===== src/rtl/mdu_pkg.sv =====
// Shared types for the RV32M multiply issue controller.
// MDU_RESULT_CACHE_EN enables the one-entry result cache.
package mdu_pkg;

    typedef enum logic [1:0] {
        OP_MUL    = 2'b00,
        OP_MULH   = 2'b01,
        OP_MULHSU = 2'b10,
        OP_MULHU  = 2'b11
    } mul_op_e;

    typedef enum logic [2:0] {
        ST_IDLE,
        ST_LAUNCH,
        ST_WAIT,
        ST_RESP,
        ST_DRAIN
    } mdu_state_e;

    localparam int unsigned MDU_TIMEOUT_DEFAULT = 40;

endpackage


===== src/rtl/mdu_result_cache.sv =====
// One-entry {opcode, op1, op2, result} store with exact-match lookup.
// Only instantiated when MDU_RESULT_CACHE_EN is defined.
module mdu_result_cache
    import mdu_pkg::*;
(
    input  logic        clk_i,
    input  logic        rst_i,
    input  logic        we_i,
    input  logic [1:0]  wr_opcode_i,
    input  logic [31:0] wr_op1_i,
    input  logic [31:0] wr_op2_i,
    input  logic [31:0] wr_result_i,
    input  logic [1:0]  lk_opcode_i,
    input  logic [31:0] lk_op1_i,
    input  logic [31:0] lk_op2_i,
    output logic        hit_o,
    output logic [31:0] data_o
);

    logic        valid_q;
    mul_op_e     opc_q;
    logic [31:0] op1_q;
    logic [31:0] op2_q;
    logic [31:0] res_q;

    always_ff @(posedge clk_i) begin
        if (rst_i) begin
            valid_q <= 1'b0;
            opc_q   <= OP_MUL;
            op1_q   <= '0;
            op2_q   <= '0;
            res_q   <= '0;
        end else if (we_i) begin
            valid_q <= 1'b1;
            opc_q   <= mul_op_e'(wr_opcode_i);
            op1_q   <= wr_op1_i;
            op2_q   <= wr_op2_i;
            res_q   <= wr_result_i;
        end
    end

    assign hit_o = valid_q
                 && (opc_q == mul_op_e'(lk_opcode_i))
                 && (op1_q == lk_op1_i)
                 && (op2_q == lk_op2_i);

    assign data_o = res_q;

endmodule


===== src/rtl/mdu_issue_ctrl.sv =====
// EX-stage sequencer for the iterative RV32M multiplier.
// Optional result cache: define MDU_RESULT_CACHE_EN.
module mdu_issue_ctrl
    import mdu_pkg::*;
#(
    parameter int unsigned TIMEOUT_CYCLES = MDU_TIMEOUT_DEFAULT
) (
    input  logic        clk,
    input  logic        rst,
    input  logic        req_valid,
    input  logic [1:0]  req_opcode,
    input  logic [4:0]  req_rd,
    input  logic [31:0] req_op1,
    input  logic [31:0] req_op2,
    input  logic        flush,
    input  logic        wb_ready,
    output logic        stall,
    output logic        resp_valid,
    output logic [4:0]  resp_rd,
    output logic [31:0] resp_data,
    output logic        resp_err,
    output logic        busy,
    output logic        mul_start,
    output logic [1:0]  mul_opcode,
    output logic [31:0] mul_op1,
    output logic [31:0] mul_op2,
    input  logic        mul_done,
    input  logic [31:0] mul_result
);

    localparam int unsigned CW = $clog2(TIMEOUT_CYCLES + 1);

    mdu_state_e  state_q, state_d;
    mul_op_e     opc_q, opc_d;
    logic [4:0]  rd_q, rd_d;
    logic [31:0] op1_q, op1_d;
    logic [31:0] op2_q, op2_d;
    logic [31:0] data_q, data_d;
    logic        err_q, err_d;
    logic [CW-1:0] cnt_q, cnt_d;

    logic        hit;
    logic        tmo;
    logic [31:0] cache_data;

`ifdef MDU_RESULT_CACHE_EN
    logic cache_we;

    // Timed-out and flushed ops never reach the cache.
    assign cache_we = (state_q == ST_WAIT) & mul_done & ~flush;

    mdu_result_cache u_cache (
        .clk_i       (clk),
        .rst_i       (rst),
        .we_i        (cache_we),
        .wr_opcode_i (opc_q),
        .wr_op1_i    (op1_q),
        .wr_op2_i    (op2_q),
        .wr_result_i (mul_result),
        .lk_opcode_i (req_opcode),
        .lk_op1_i    (req_op1),
        .lk_op2_i    (req_op2),
        .hit_o       (hit),
        .data_o      (cache_data)
    );
`else
    assign hit        = 1'b0;
    assign cache_data = '0;
`endif

    assign tmo = (cnt_q == CW'(TIMEOUT_CYCLES - 1));

    always_comb begin
        state_d   = state_q;
        opc_d     = opc_q;
        rd_d      = rd_q;
        op1_d     = op1_q;
        op2_d     = op2_q;
        data_d    = data_q;
        err_d     = err_q;
        cnt_d     = cnt_q + CW'(1);
        stall     = 1'b0;
        mul_start = 1'b0;

        unique case (state_q)
            ST_IDLE: begin
                stall = req_valid & ~flush & ~hit;
                cnt_d = '0;
                if (req_valid && !flush) begin
                    opc_d = mul_op_e'(req_opcode);
                    rd_d  = req_rd;
                    op1_d = req_op1;
                    op2_d = req_op2;
                    if (hit) begin
                        data_d  = cache_data;
                        err_d   = 1'b0;
                        state_d = ST_RESP;
                    end else begin
                        state_d = ST_LAUNCH;
                    end
                end
            end
            ST_LAUNCH: begin
                stall     = 1'b1;
                mul_start = 1'b1;
                cnt_d     = '0;
                state_d   = flush ? ST_DRAIN : ST_WAIT;
            end
            ST_WAIT: begin
                stall = 1'b1;
                // Flush beats a same-cycle done; that result is dropped.
                if (flush) begin
                    cnt_d   = '0;
                    state_d = ST_DRAIN;
                end else if (mul_done) begin
                    data_d  = mul_result;
                    err_d   = 1'b0;
                    state_d = ST_RESP;
                end else if (tmo) begin
                    data_d  = '0;
                    err_d   = 1'b1;
                    state_d = ST_RESP;
                end
            end
            ST_RESP: begin
                stall = ~wb_ready;
                if (flush || wb_ready) begin
                    state_d = ST_IDLE;
                end
            end
            ST_DRAIN: begin
                stall = req_valid;
                if (mul_done || tmo) begin
                    state_d = ST_IDLE;
                end
            end
            default: begin
                state_d = ST_IDLE;
            end
        endcase
    end

    always_ff @(posedge clk) begin
        if (rst) begin
            state_q <= ST_IDLE;
            opc_q   <= OP_MUL;
            rd_q    <= '0;
            op1_q   <= '0;
            op2_q   <= '0;
            data_q  <= '0;
            err_q   <= 1'b0;
            cnt_q   <= '0;
        end else begin
            state_q <= state_d;
            opc_q   <= opc_d;
            rd_q    <= rd_d;
            op1_q   <= op1_d;
            op2_q   <= op2_d;
            data_q  <= data_d;
            err_q   <= err_d;
            cnt_q   <= cnt_d;
        end
    end

    assign resp_valid = (state_q == ST_RESP);
    assign busy       = (state_q != ST_IDLE);
    assign resp_rd    = rd_q;
    assign resp_data  = data_q;
    assign resp_err   = err_q;
    assign mul_opcode = opc_q;
    assign mul_op1    = op1_q;
    assign mul_op2    = op2_q;

endmodule


===== config.mk =====
export PLATFORM = sky130hd
export DESIGN_NAME = mdu_issue_ctrl
export DESIGN_NICKNAME = d
export VERILOG_FILES = /design/src/rtl/mdu_pkg.sv /design/src/rtl/mdu_result_cache.sv /design/src/rtl/mdu_issue_ctrl.sv
export SDC_FILE = /design/constraint.sdc
export NUM_CORES = 1
export LEC_CHECK = 0
export ABC_AREA = 1
export CAP_MARGIN = 10
export CORE_ASPECT_RATIO = 1.5
export CORE_UTILIZATION = 35
export DETAILED_ROUTE_END_ITERATION = 12
export GPL_TIMING_DRIVEN = 0
export PLACE_DENSITY = 0.75
export SYNTH_ARGS = -nofsm -noshare
export SYNTH_HDL_FRONTEND = slang
export SYNTH_SLANG_ARGS = --single-unit

===== constraint.sdc =====
create_clock -name clk -period 1.6 [get_ports clk]
set_clock_uncertainty 0.1 [all_clocks]
set_input_delay 0.48 -clock clk [delete_from_list [all_inputs] [get_ports clk]]
set_output_delay 0.48 -clock clk [all_outputs]
set_load 0.05 [all_outputs]

==> results of run 1 <==
[power by group through the flow]
stage	clock, mW	sequential, mW	combinational [mW]
after floorplan	0	5.03	1.50
after global placement	0	3.59	4.36
after detailed placement	0	3.62	4.44
after CTS	3.81	3.56	4.34
after global routing	3.94	3.62	4.85
final	3.73	3.56	4.55
[logic make-up (layout without fill, tap and decap cells)]
logic type,Yosys count,count (layout),synth area share
adders and majority gates,1,1,0.00303
AOI/OAI and AO/OA,111,111,0.135
and+or+nand+nor,253,253,0.241
buffers and inverters,50,305,0.0690
xor gates and xnor gates,2,2,0.00424
DFF,113,113,0.548
[final cells by class]
cell class / instances / area, sq um
tap: 150 / 188
inverter: 18 / 91.3
clock inverter: 14 / 154
timing repair buffer: 223 / 1930
fill: 1045 / 4500
buffer: 32 / 260
sequential: 113 / 2270
clock buffer: 18 / 439
multi-input combinational: 367 / 1700
[repair_timing]
action,4_1_cts,5_1_grt
setup buffers,6,3
pin swaps,5,4
resized for setup,605,130
setup endpoints to repair,127,136
[routing by layer]
metal,share of wire,vias up
li1,-,2184
met1,0.36,1948
met2,0.54,181
met3,0.075,29
met4,0.027,0
met5,0,-
[state kept, by name, indices dropped and copies added, names as in the netlist]
name        cells
resp_data      32
resp_rd         5
mul_op2        32
mul_opcode      2
resp_err        1
cnt_q           6
state_q         3
mul_op1        32
[through the flow]
step	utilization	power (mW)	TNS, ns	instance area, sq um	instances
after floorplan	-	6.53	-0.181	4220	530
after global placement	0.568	7.96	-53.48	6560	895
after detailed placement	0.568	8.06	-58.45	6560	895
after CTS	0.590	11.7	-1.37	6810	933
after global routing	0.610	12.4	-1.88	7030	935
final	0.610	11.8	-1.43	7030	935
[synth_stat cells, drive strengths merged]
| master | n | area share |
|---|---|---|
| clkbuf | 17 | 0.018 |
| o21ai | 75 | 0.091 |
| inv | 18 | 0.018 |
| ha | 1 | 0.0030 |
| o2111ai | 1 | 0.0021 |
| nand3 | 6 | 0.0073 |
| xor2 | 2 | 0.0042 |
| nand2 | 77 | 0.074 |
| nor2 | 164 | 0.15 |
| a21oi | 35 | 0.042 |
| dfxtp | 113 | 0.55 |
| buf | 15 | 0.034 |
| nand4 | 1 | 0.0015 |
| nor3b | 1 | 0.0018 |
| or2 | 1 | 0.0015 |
| nor3 | 3 | 0.0036 |
[path summary, 6_finish.rpt]
| path | end | slack, ns | cells after the start | start |
|---|---|---|---|---|
| worst max-delay path | stall | -0.51 | 7 | state_q[0]$_SDFFE_PP0P_ |
| worst min-delay path | resp_err$_SDFFE_PP0P_ | 0.35 | 2 | resp_err$_SDFFE_PP0P_ |
| worst max register to register | mul_op1[21]$_SDFFE_PP0P_ | 0.03 | 8 | state_q[0]$_SDFFE_PP0P_ |
| worst min register to register | resp_err$_SDFFE_PP0P_ | 0.35 | 2 | resp_err$_SDFFE_PP0P_ |
[worst min-delay path, cell delays in order (launching register included)]
cell and delay [ns]:
dfxtp_1 0.30, inv_1 0.05, a21oi_1 0.05
==> summary.md, run 1 <==
| Metric | Value |
|---|---|
| Worst stage delay on the critical path | 0.37 ns |
| Library cells used by synthesis | 27 |
| Type of destination of the critical path | primary output |
| Worst-skew pair later-pin latency | 0.40 ns |
| Slew @ Worst Pin | 0.451 ns |
| Vias per cell | 4.64 |
| CTS tree | done |
| Most frequent cells in the layout | 160 x nor2_1, 110 x dfxtp_1, 105 x clkdlybuf4s50_1 |
| Flops & latches, synth | 113 |
| Sinks on Clock Net | 113 |
| P_sw | 4.62 mW |
| Total grt overflow | 0 |
| Outcome | complete, but fails checks |
| Critical path class | flip-flop to primary output |
| Setup slack at placement | -1.49 ns |
| Pin count of the biggest net entering global routing | 17 |
| WL final | 12400 microns |
| Setup-failing EPs final | 4 |
| Slack of the critical path | -0.514 ns |
| Diodes inserted | 0 |
| Crit share post-route | 1.32 |
| Clock Tree Root | clkbuf_16 |
| Post-Syn Instances | 530 |
| Failing checks | setup timing |
| Fin nets | 882 |
| Met3 Use GR | 0.0659 |
| Sequential share of the synthesized area | 0.548 |
| Area growth from synthesis to layout | 70.2% |
| GRT Total Usage | 0.204 |
| Inserted Clock Buffers | 17 |
| Rows | 48 |
| CP Launch Type | flip-flop |
| Clock transition at the registers of the reported paths | 0.06 ns |
| Average size of a mapped cell | 7.80 sq um |
| Syn. warnings | 0 |
| Core area | 0.0115 sq mm |
| Max-Cap Viols | 0 |
| Met2 Resource Use GR | 0.388 |
| Gpl congestion | 0.814 |
| Final Max Slew Viols | 0 |
| Die area | 0.0123 sq mm |
| CP delay by family, top | flip-flops |
| Sw frac | 0.390 |
| CTS H-tree lvls | 4 |
| Starting Density | 0.358 |
| Initial DRC count | 136 |
| CP max FO | 6 |
| Deepest clock path buffer count | 2 |
| Fmax | 473 MHz |
| Final min period | 2.11 ns |
| Share of layout cells above drive strength 1 | 0.262 |
| Total iterations of the first detailed-routing run | 4 |
| PortBufs | 215 |
| RSZ-0062 raised after global routing | yes |
| Busiest grt layer | met2 |
| Global-route wire length before repair | 19800 microns |
| Crit path buffers/inverters | 3 |
| Vias in the first global route | 4313 |
| Leakage | 2.93 nW |
| Residual DRC | 0 |
| Comb power frac | 0.384 |
| Max_slew headroom | 0.698 |
| Slowest cell on crit path | dfxtp_4 |
| Clock Power Share | 0.315 |
| DP Wirelength | 9410 microns |
| Worst min path class | flip-flop to flip-flop |
| Fin. Hold Viols | 0 |
| Post-route ant nets | 0 |
| Syn_nets | 640 |
| Met1 Track Usage GR | 0.199 |
| Reg power frac | 0.301 |
| Horiz. Die Dim | 90.7 microns |
| Initial antenna violation count | 0 |
| Wire per inst | 13.3 microns |
| Worst-case vdd ir drop | 0.000952 V |
| Internal | 7.23 mW |
| Required @ worst endpoint | 1.02 ns |
| CP Cell Sequence | nor2_4, nand2_8, inv_4, nand2_4, buf_8, o2111ai_4, buf_6 |
| Die H | 135 microns |
| Final hold slack | 0.349 ns |
| Commonest non-fill, non-tap cell in the layout | nor2_1 |
| Pwr/cell area | 1680 mW/mm^2 |
| Synthesized area | 0.00413 sq mm |
| Vias | 4342 |
| CTS Hold Buffers Added | 0 |
| I/O pin count | 217 |
| Critical Path AT | 1.53 ns |
No activity file was read; power rests on OpenSTA's default activity.
==> inputs of run 2 (changes only) <==
--- a/config.mk
+++ b/config.mk
@@ -5,13 +5,13 @@
 export SDC_FILE = /design/constraint.sdc
 export NUM_CORES = 1
 export LEC_CHECK = 0
-export ABC_AREA = 1
 export CAP_MARGIN = 10
 export CORE_ASPECT_RATIO = 1.5
-export CORE_UTILIZATION = 35
+export CORE_UTILIZATION = 37
 export DETAILED_ROUTE_END_ITERATION = 12
 export GPL_TIMING_DRIVEN = 0
-export PLACE_DENSITY = 0.75
+export PLACE_DENSITY = 0.76
 export SYNTH_ARGS = -nofsm -noshare
 export SYNTH_HDL_FRONTEND = slang
+export SYNTH_HIERARCHICAL = 1
 export SYNTH_SLANG_ARGS = --single-unit
==> run 2 against run 1 <==
- the flow still finishes with violations (setup timing)
- via count increased by 25%
- highest routed layer unchanged
- sequential power down 15%
- clock power increased by 5%
- critical endpoint is now busy
- global-route usage is 5.3 points higher
- critical path type unchanged
- die area grew 7.5%
- cell area rose by 27%
- critical path depth down 3
- non-clock buffer count increased by 60
==> summary.md, run 2 <==
| Metric | Value |
|---|---|
| Outcome | complete, but fails checks |
| Failing checks | setup timing |
| Commonest non-fill, non-tap cell in the layout | clkdlybuf4s50_1 |
| Pin count of the biggest net entering global routing | 17 |
| Share of layout cells above drive strength 1 | 0.427 |
| RSZ-0062 raised after global routing | yes |
| Synth top area share | 0.481 |
| Total grt overflow | 0 |
| CP Launch Type | flip-flop |
| Horiz. Die Dim | 94.0 microns |
| Rows | 50 |
| Final min period | 2.10 ns |
| Max-Cap Viols | 0 |
| Critical Path AT | 1.52 ns |
| Critical path class | flip-flop to primary output |
| PortBufs | 214 |
| Sw frac | 0.272 |
| Gpl congestion | 0.789 |
| Most used flip-flop cell after synthesis | dfxtp_1 |
| Clock Tree Root | clkbuf_16 |
| Most frequent cell after synthesis | dfxtp_1 |
| CTS H-tree lvls | 4 |
| Worst min path class | flip-flop to flip-flop |
| Inserted Clock Buffers | 17 |
| Type of destination of the critical path | primary output |
| WL final | 17600 microns |
| Fill cell count | 920 |
| Total iterations of the first detailed-routing run | 5 |
| GRT Total Usage | 0.257 |
| Vias per cell | 5.59 |
| Required @ worst endpoint | 1.02 ns |
| Library cells used by synthesis | 33 |
| Finished Layout Cells | 974 |
| DP Wirelength | 11400 microns |
| Initial antenna violation count | 0 |
| Post-Syn Instances | 536 |
| Leading area contributor after synthesis | dfxtp_1 |
| Most frequent cells in the layout | 104 x clkdlybuf4s50_1, 103 x dfxtp_1, 73 x nand3_1 |
| Core area | 0.0124 sq mm |
| CTS tree | done |
| Fin nets | 916 |
| Deepest clock path buffer count | 2 |
| Vias | 5446 |
| Post-route cell area | 0.00892 sq mm |
| Commonest cells post-synth | 113 x dfxtp_1, 73 x nand3_1, 72 x a21oi_1 |
| EDFF count, synth | 0 |
| Syn. warnings | 6 |
| Leakage | 3.31 nW |
| Average size of a mapped cell | 8.77 sq um |
| Syn_nets | 646 |
| Slew @ Worst Pin | 0.952 ns |
| Post-route ant nets | 0 |
| Global-route wire length before repair | 26600 microns |
| Worst-skew pair later-pin latency | 0.41 ns |
| Final Max Slew Viols | 0 |
| Area growth from synthesis to layout | 89.6% |
| Slack of the critical path | -0.497 ns |
| Starting Density | 0.378 |
| Fraction of registers with async set/reset | 0 |
| Die area | 0.0132 sq mm |
| P_sw | 2.37 mW |
| Comb power frac | 0.208 |
| Clock transition at the registers of the reported paths | 0.06 ns |
| Clock Power Share | 0.448 |
| Internal | 6.36 mW |
| Diodes inserted | 0 |
| Pwr/cell area | 979 mW/mm^2 |
| Synth area leaders | dfxtp_1 48%, nand3_1 7.8%, a21oi_1 7.7%, o21ai_1 7.5%, a311oi_1 6.0% |
| Flops & latches, synth | 113 |
| Initial DRC count | 155 |
| Dpl cells | 906 |
| Synthesized area | 0.00470 sq mm |
| I/O pin count | 217 |
| Reg power frac | 0.344 |
| Die H | 140 microns |
| Sinks on Clock Net | 113 |
| Max_slew headroom | 0.366 |
| Crit share post-route | 1.31 |
| Setup slack at placement | -1.57 ns |
| Vias in the first global route | 5537 |
| Worst-case vdd ir drop | 0.000691 V |
| Fin. Hold Viols | 0 |
| Final hold slack | 0.357 ns |
| CP max FO | 5 |
| Fmax | 477 MHz |
| Wire per inst | 18.1 microns |
| Sequential share of the synthesized area | 0.481 |
| Setup-failing EPs final | 109 |
| Placed Area | 0.00712 sq mm |
| Residual DRC | 0 |
-- run 2: per-layer routing --
layer,up-vias,GRT usage,share of wire
li1,2543,-,-
met1,2616,0.261,0.36
met2,239,0.476,0.55
met3,48,0.0679,0.057
met4,0,0.119,0.033
met5,-,0,0
-- run 2: timing repair --
action / in CTS / in global routing
hold buffers: 0 / 0
endpoints found under the setup margin: 220 / 183
cloned: 14 / 0
pin swaps: 128 / 21
gates resized for setup: 726 / 221
setup buffers: 20 / 9
endpoints found under the hold margin: 0 / 0
-- run 2: power by group through the flow --
stage | clock, mW | sequential [mW] | combinational [mW]
2_1_floorplan | 0 | 3.34 | 0.502
3_3_place_gp | 0 | 3.02 | 1.40
3_5_place_dp | 0 | 3.02 | 1.43
4_1_cts | 3.95 | 2.98 | 1.67
5_1_grt | 4.09 | 3.01 | 1.90
6_report | 3.91 | 3.01 | 1.81
-- run 2: stage by stage --
stage | util | TNS, ns | power (mW)
final | 0.716 | -27.18 | 8.73
after global routing | 0.716 | -34.46 | 9.00
after CTS | 0.664 | -30.43 | 8.61
after detailed placement | 0.572 | -103.90 | 4.45
after global placement | 0.572 | -98.24 | 4.42
after floorplan | - | -0.208 | 3.84
-- run 2: final cells by class --
cell class / instances / area, sq um / area share
clock buffer: 21 / 450 / 0.0505
clock inverter: 10 / 160 / 0.0180
multi-input combinational: 356 / 2700 / 0.303
inverter: 3 / 11.3 / 0.00126
timing repair buffer: 253 / 2580 / 0.289
tap: 156 / 195 / 0.0219
sequential: 113 / 2280 / 0.255
buffer: 62 / 546 / 0.0612
-- run 2: worst paths after layout --
path	end	startpoint	depth (start not counted)	slack (ns)
max	busy	state_q[2]$_SDFFE_PP0P_	4	-0.50
min	mul_op1[8]$_SDFFE_PP0P_	mul_op1[8]$_SDFFE_PP0P_	2	0.36
max reg2reg	mul_op1[18]$_SDFFE_PP0P_	state_q[2]$_SDFFE_PP0P_	7	-0.39
min reg2reg	mul_op1[8]$_SDFFE_PP0P_	mul_op1[8]$_SDFFE_PP0P_	2	0.36
-- run 2: critical path: stages (launching register included) --
cell	delay, ns
dfxtp_4	0.35
clkbuf_16	0.14
buf_4	0.13
or3_4	0.33
buf_8	0.16
-- run 2: cells by family after synthesis --
logic type	Yosys count	share of synthesized area
fa+ha+maj	1	0.00266
xor+xnor	4	0.00745
flops	113	0.481
buf+inv	67	0.0926
simple gates	135	0.146
compound gates	216	0.270
==> inputs of run 3 (changes only) <==
--- a/config.mk
+++ b/config.mk
@@ -7,6 +7,7 @@
 export LEC_CHECK = 0
 export CAP_MARGIN = 10
 export CORE_ASPECT_RATIO = 1.5
+export CORE_MARGIN = 5
 export CORE_UTILIZATION = 37
 export DETAILED_ROUTE_END_ITERATION = 12
 export GPL_TIMING_DRIVEN = 0
==> run 3 against run 2 <==
- the flow still finishes with violations (setup timing)
- utilization grew 0.38 points
- cell area grew 0.53%
- critical path depth grew 4
- maximum frequency shrank 0.36%
- sequential power is essentially flat
- largest cell class unchanged
- via count shrank 0.13%
==> summary.md, run 3 (synthesis gave the netlist of run 2 again) <==
| Metric | Value |
|---|---|
| Rows | 50 |
| P_sw | 2.48 mW |
| CTS tree | done |
| CTS H-tree lvls | 4 |
| Clock transition at the registers of the reported paths | 0.06 ns |
| Die area | 0.0151 sq mm |
| Failing checks | setup timing |
| Setup slack at placement | -1.57 ns |
| Pwr Total | 8.72 mW |
| Leakage | 3.35 nW |
| Diodes inserted | 0 |
| Global-route wire length before repair | 27000 microns |
| Reg power frac | 0.344 |
| Deepest clock path buffer count | 2 |
| Initial antenna violation count | 0 |
| Post-route cell area | 0.00896 sq mm |
| Fin util | 0.720 |
| Total grt overflow | 0 |
| Max-Cap Viols | 0 |
| Sinks on Clock Net | 113 |
| CP max FO | 5 |
| Die H | 148 microns |
| Initial DRC count | 181 |
| GRT Total Usage | 0.225 |
| Outcome | complete, but fails checks |
| Final Max Slew Viols | 0 |
| Hold Crit Start | mul_op2[0]$_SDFFE_PP0P_ |
| Vias per cell | 5.56 |
| Critical path class | flip-flop to flip-flop |
| Gpl congestion | 0.844 |
| Required @ worst endpoint | 1.76 ns |
| Vias | 5439 |
| Crit share post-route | 1.32 |
| Pin count of the biggest net entering global routing | 17 |
| Dpl cells | 906 |
| Final min period | 2.10 ns |
| Final hold slack | 0.362 ns |
| Residual DRC | 0 |
| RR Startpoint | state_q[2]$_SDFFE_PP0P_ |
| Worst reg-to-reg setup slack | -0.50 ns |
| WL final | 18900 microns |
| Fin nets | 920 |
| Wire per inst | 19.3 microns |
| Post-Route Setup TNS | -37.55 ns |
| Total iterations of the first detailed-routing run | 4 |
| Internal | 6.24 mW |
| Fmax | 475 MHz |
| Worst-skew pair later-pin latency | 0.40 ns |
| PortBufs | 214 |
| Clock Power Share | 0.445 |
| Worst-case vdd ir drop | 0.000682 V |
| Worst Hold End | mul_op2[0]$_SDFFE_PP0P_ |
| Commonest non-fill, non-tap cell in the layout | clkdlybuf4s50_1 |
| Slew @ Worst Pin | 0.943 ns |
| WHS Path Cells | 2 |
| Max_slew headroom | 0.371 |
| I/O pin count | 217 |
| Pwr/cell area | 973 mW/mm^2 |
| Register-to-Register Path Depth | 8 |
| Post-route ant nets | 0 |
| Starting Density | 0.378 |
| Placed Area | 0.00712 sq mm |
| Critical path origin | state_q[2]$_SDFFE_PP0P_ |
| Comb power frac | 0.211 |
| Type of destination of the critical path | flip-flop |
| Horiz. Die Dim | 102 microns |
| Sw frac | 0.285 |
| CTS Hold Buffers Added | 0 |
| Slack of the critical path | -0.504 ns |
| Finished Layout Cells | 979 |
| Inserted Clock Buffers | 17 |
| Core area | 0.0124 sq mm |
| Critical Path AT | 2.26 ns |
| Worst min path class | flip-flop to flip-flop |
| Vias in the first global route | 5466 |
| Clock Tree Root | clkbuf_16 |
| DP Wirelength | 12400 microns |
| Fin. Hold Viols | 0 |
| Setup-failing EPs final | 110 |
| Area growth from synthesis to layout | 90.7% |
| Share of layout cells above drive strength 1 | 0.433 |
| CP Launch Type | flip-flop |
| Most frequent cells in the layout | 104 x clkdlybuf4s50_1, 102 x dfxtp_1, 75 x buf_4 |
| RSZ-0062 raised after global routing | yes |
| RR Endpoint | mul_op2[12]$_SDFFE_PP0P_ |
run 3: cell count changes in the layout (fill, tap and decap cells not counted), moves of 9 or more:
cell and change:
a21oi_1 +9, a21oi_2 -9, buf_4 +13, clkbuf_4 -11
run 3: repair_timing:
item	in CTS	in global routing
endpoints found under the hold margin	0	0
endpoints found under the setup margin	220	161
pin swaps	76	80
gates resized for setup	700	235
setup buffers	18	14
cloned	9	3
run 3: routing by layer:
metal,track usage,up-vias,wire length [microns]
met5,0,-,0
met4,0.0854,0,408
met3,0.0695,39,1350
met2,0.430,226,10600
met1,0.219,2611,6550
li1,-,2563,-
run 3: worst max-delay path, stage by stage, from the launching register on:
cell	delay, ns
dfxtp_4	0.35
buf_4	0.13
buf_6	0.11
or4b_4	0.57
buf_12	0.17
buf_12	0.13
clkbuf_16	0.15
o21ai_4	0.14
a21oi_2	0.09
run 3: cell type report:
class	instances	area [sq um]
well taps	156	195
clock inverters	12	143
inverters	3	11.3
flip-flops and latches	113	2280
fillers	873	3480
repair buffers	257	2590
multi-input cells	356	2720
clock buffers	20	478
plain buffers	62	543
run 3: worst max path at each step:
stage	to	slack, ns	depth (start not counted)
6_report	mul_op2[12]$_SDFFE_PP0P_	-0.50	8
3_5_place_dp	stall	-1.57	6
2_1_floorplan	stall	-0.21	4
5_1_grt	stall	-0.54	5
3_3_place_gp	stall	-1.56	6
4_1_cts	stall	-0.46	5
run 3: power groups by stage:
stage	sequential [mW]	combinational, mW	clock [mW]
global route	3.01	1.93	4.08
finish	3.00	1.84	3.88
detailed placement	3.02	1.44	0
floorplan	3.34	0.502	0
CTS	2.97	1.58	3.92
global placement	3.02	1.41	0
==> edit: new RTL, config.mk and constraints of run 1 <==
Change the package constant `MDU_TIMEOUT_DEFAULT` from 40 to 80.
--- a/src/rtl/mdu_pkg.sv
+++ b/src/rtl/mdu_pkg.sv
@@ -17,7 +17,7 @@
         ST_DRAIN
     } mdu_state_e;
 
-    localparam int unsigned MDU_TIMEOUT_DEFAULT = 40;
+    localparam int unsigned MDU_TIMEOUT_DEFAULT = 80;
 
 endpackage
 
Check against the original RTL: same outputs for any inputs over 4 cycles, from zero or initial values and one cycle with rst high; that may be too few to reach the edited logic, so the function may still have changed.
==> edit against run 1 <==
  * Synthesized cell count up 0.19%
  * Final cell count up 1.1%
  * Synthesized area up 0.67%
  * Setup slack worse by 0.019 ns
  * Sequential cell count up 1
  * Cell area up 1.9%
  * Critical path depth down 1
  * Total power up 1.1%
  * Sequential share of layout area down 0.32 points
  * The run still ends with setup timing left
  * Non-clock buffer count up 9
  * Count of clock-buffer cells in the layout up 1
  * Wire length up 3.2%
==> edit: results (changes against run 1) <==
status:
  status: "finished with violations"
  violations: "setup timing"
finish:
  n_all_inverters: 15  # -3
  multi_input_area_share: 0.2408  # about the same
  layout-drive-gt1-share: 0.2717  # +0.009278
  layout.nets: 892  # +1.1%
  utilization: 0.6217  # +0.01183
  clkbuf_count: 19  # +1
  n_all_buffers: 264  # +3.5%
  regArea_um2: 2295  # +0.94%
  clock_area_frac: 0.08394  # -0.0003825
  nFillCells: 1023  # -2.1%
  buffer_area_frac: 0.3178  # +0.006113
synthesis:
  synthesis.area_um2: 4159  # +0.67%
  ys_types: 29  # +7.4%
  synth_area_leaders: "dfxtp_1 (55%), nor2_1 (15%), o21ai_0 (9.0%), nand2_1 (6.5%), a21oi_1 (4.3%)"
  synthXorXnorAreaFrac: 0.006318  # +0.002078
  synth_compound_area_frac: 0.1369  # +0.001511
  synth-adder-area-share: 0.003008  # -0.00002004
  synth_nets: 641  # +0.16%
detailed_routing:
  drt-total-wl_um: 12790  # +3.2%
  wire_per_inst_um: 13.53  # +2.1%
  drtIter0Drc: 116  # -15%
  routed_via_density: 4.692  # +1.0%
timing:
  setup_tns_ns: -1.454  # -0.02860 ns
  layout_setup_ws_ns: -0.5325  # -0.01857 ns
  finalSetupViolations: 4  # unchanged
power:
  p_comb_frac: 0.386  # +0.002
  switching_power_uw: 4616  # about the same
  leakagePower_uw: 0.002959  # +1.0%
  powerClk_uw: 3770  # +1%
hold_path:
  hold-path-cell-count: 1  # -1
global_route:
  grt_pass1_vias: 4385  # +1.7%
  grt_pass1_wl_um: 20130  # +1.4%
clock_tree:
  post_cts_resized: 590  # -2.5%
  cts_num_sinks: 114  # +0.88%
placement:
  gp_congestion: 0.8008  # -1.7%
  dpl_cell_area_um2: 6583  # +0.42%
  dp_hpwl_um: 9453  # +0.49%
worst_setup_path:
  worst-path-max-fanout: 3  # -3
  worstPathArrival_ns: 1.55  # +0.02 ns
## edit: cell count changes after synthesis
cell	change
inv_1	-2
buf_4	+1
a21oi_1	+1
buf_6	-1
dfxtp_1	+1
nand2_1	-1
o21ai_0	+1
inv_2	-1
xnor2_1	+1
nand3b_1	+1
## edit: worst paths after layout
| check | slack [ns] | end | from |
|---|---|---|---|
| min reg2reg | 0.32 | cnt_q[0]$_SDFF_PP0_ | cnt_q[0]$_SDFF_PP0_ |
| min | 0.32 | cnt_q[0]$_SDFF_PP0_ | cnt_q[0]$_SDFF_PP0_ |
| max reg2reg | 0.06 | mul_op1[14]$_SDFFE_PP0P_ | state_q[1]$_SDFFE_PP0P_ |
| max | -0.53 | stall | state_q[1]$_SDFFE_PP0P_ |
## edit: metal layers
layer,track usage,wire length [um]
met5,0,0
met1,0.1860,4291
met2,0.4045,7212
met3,0.07520,978
met4,0.08995,308
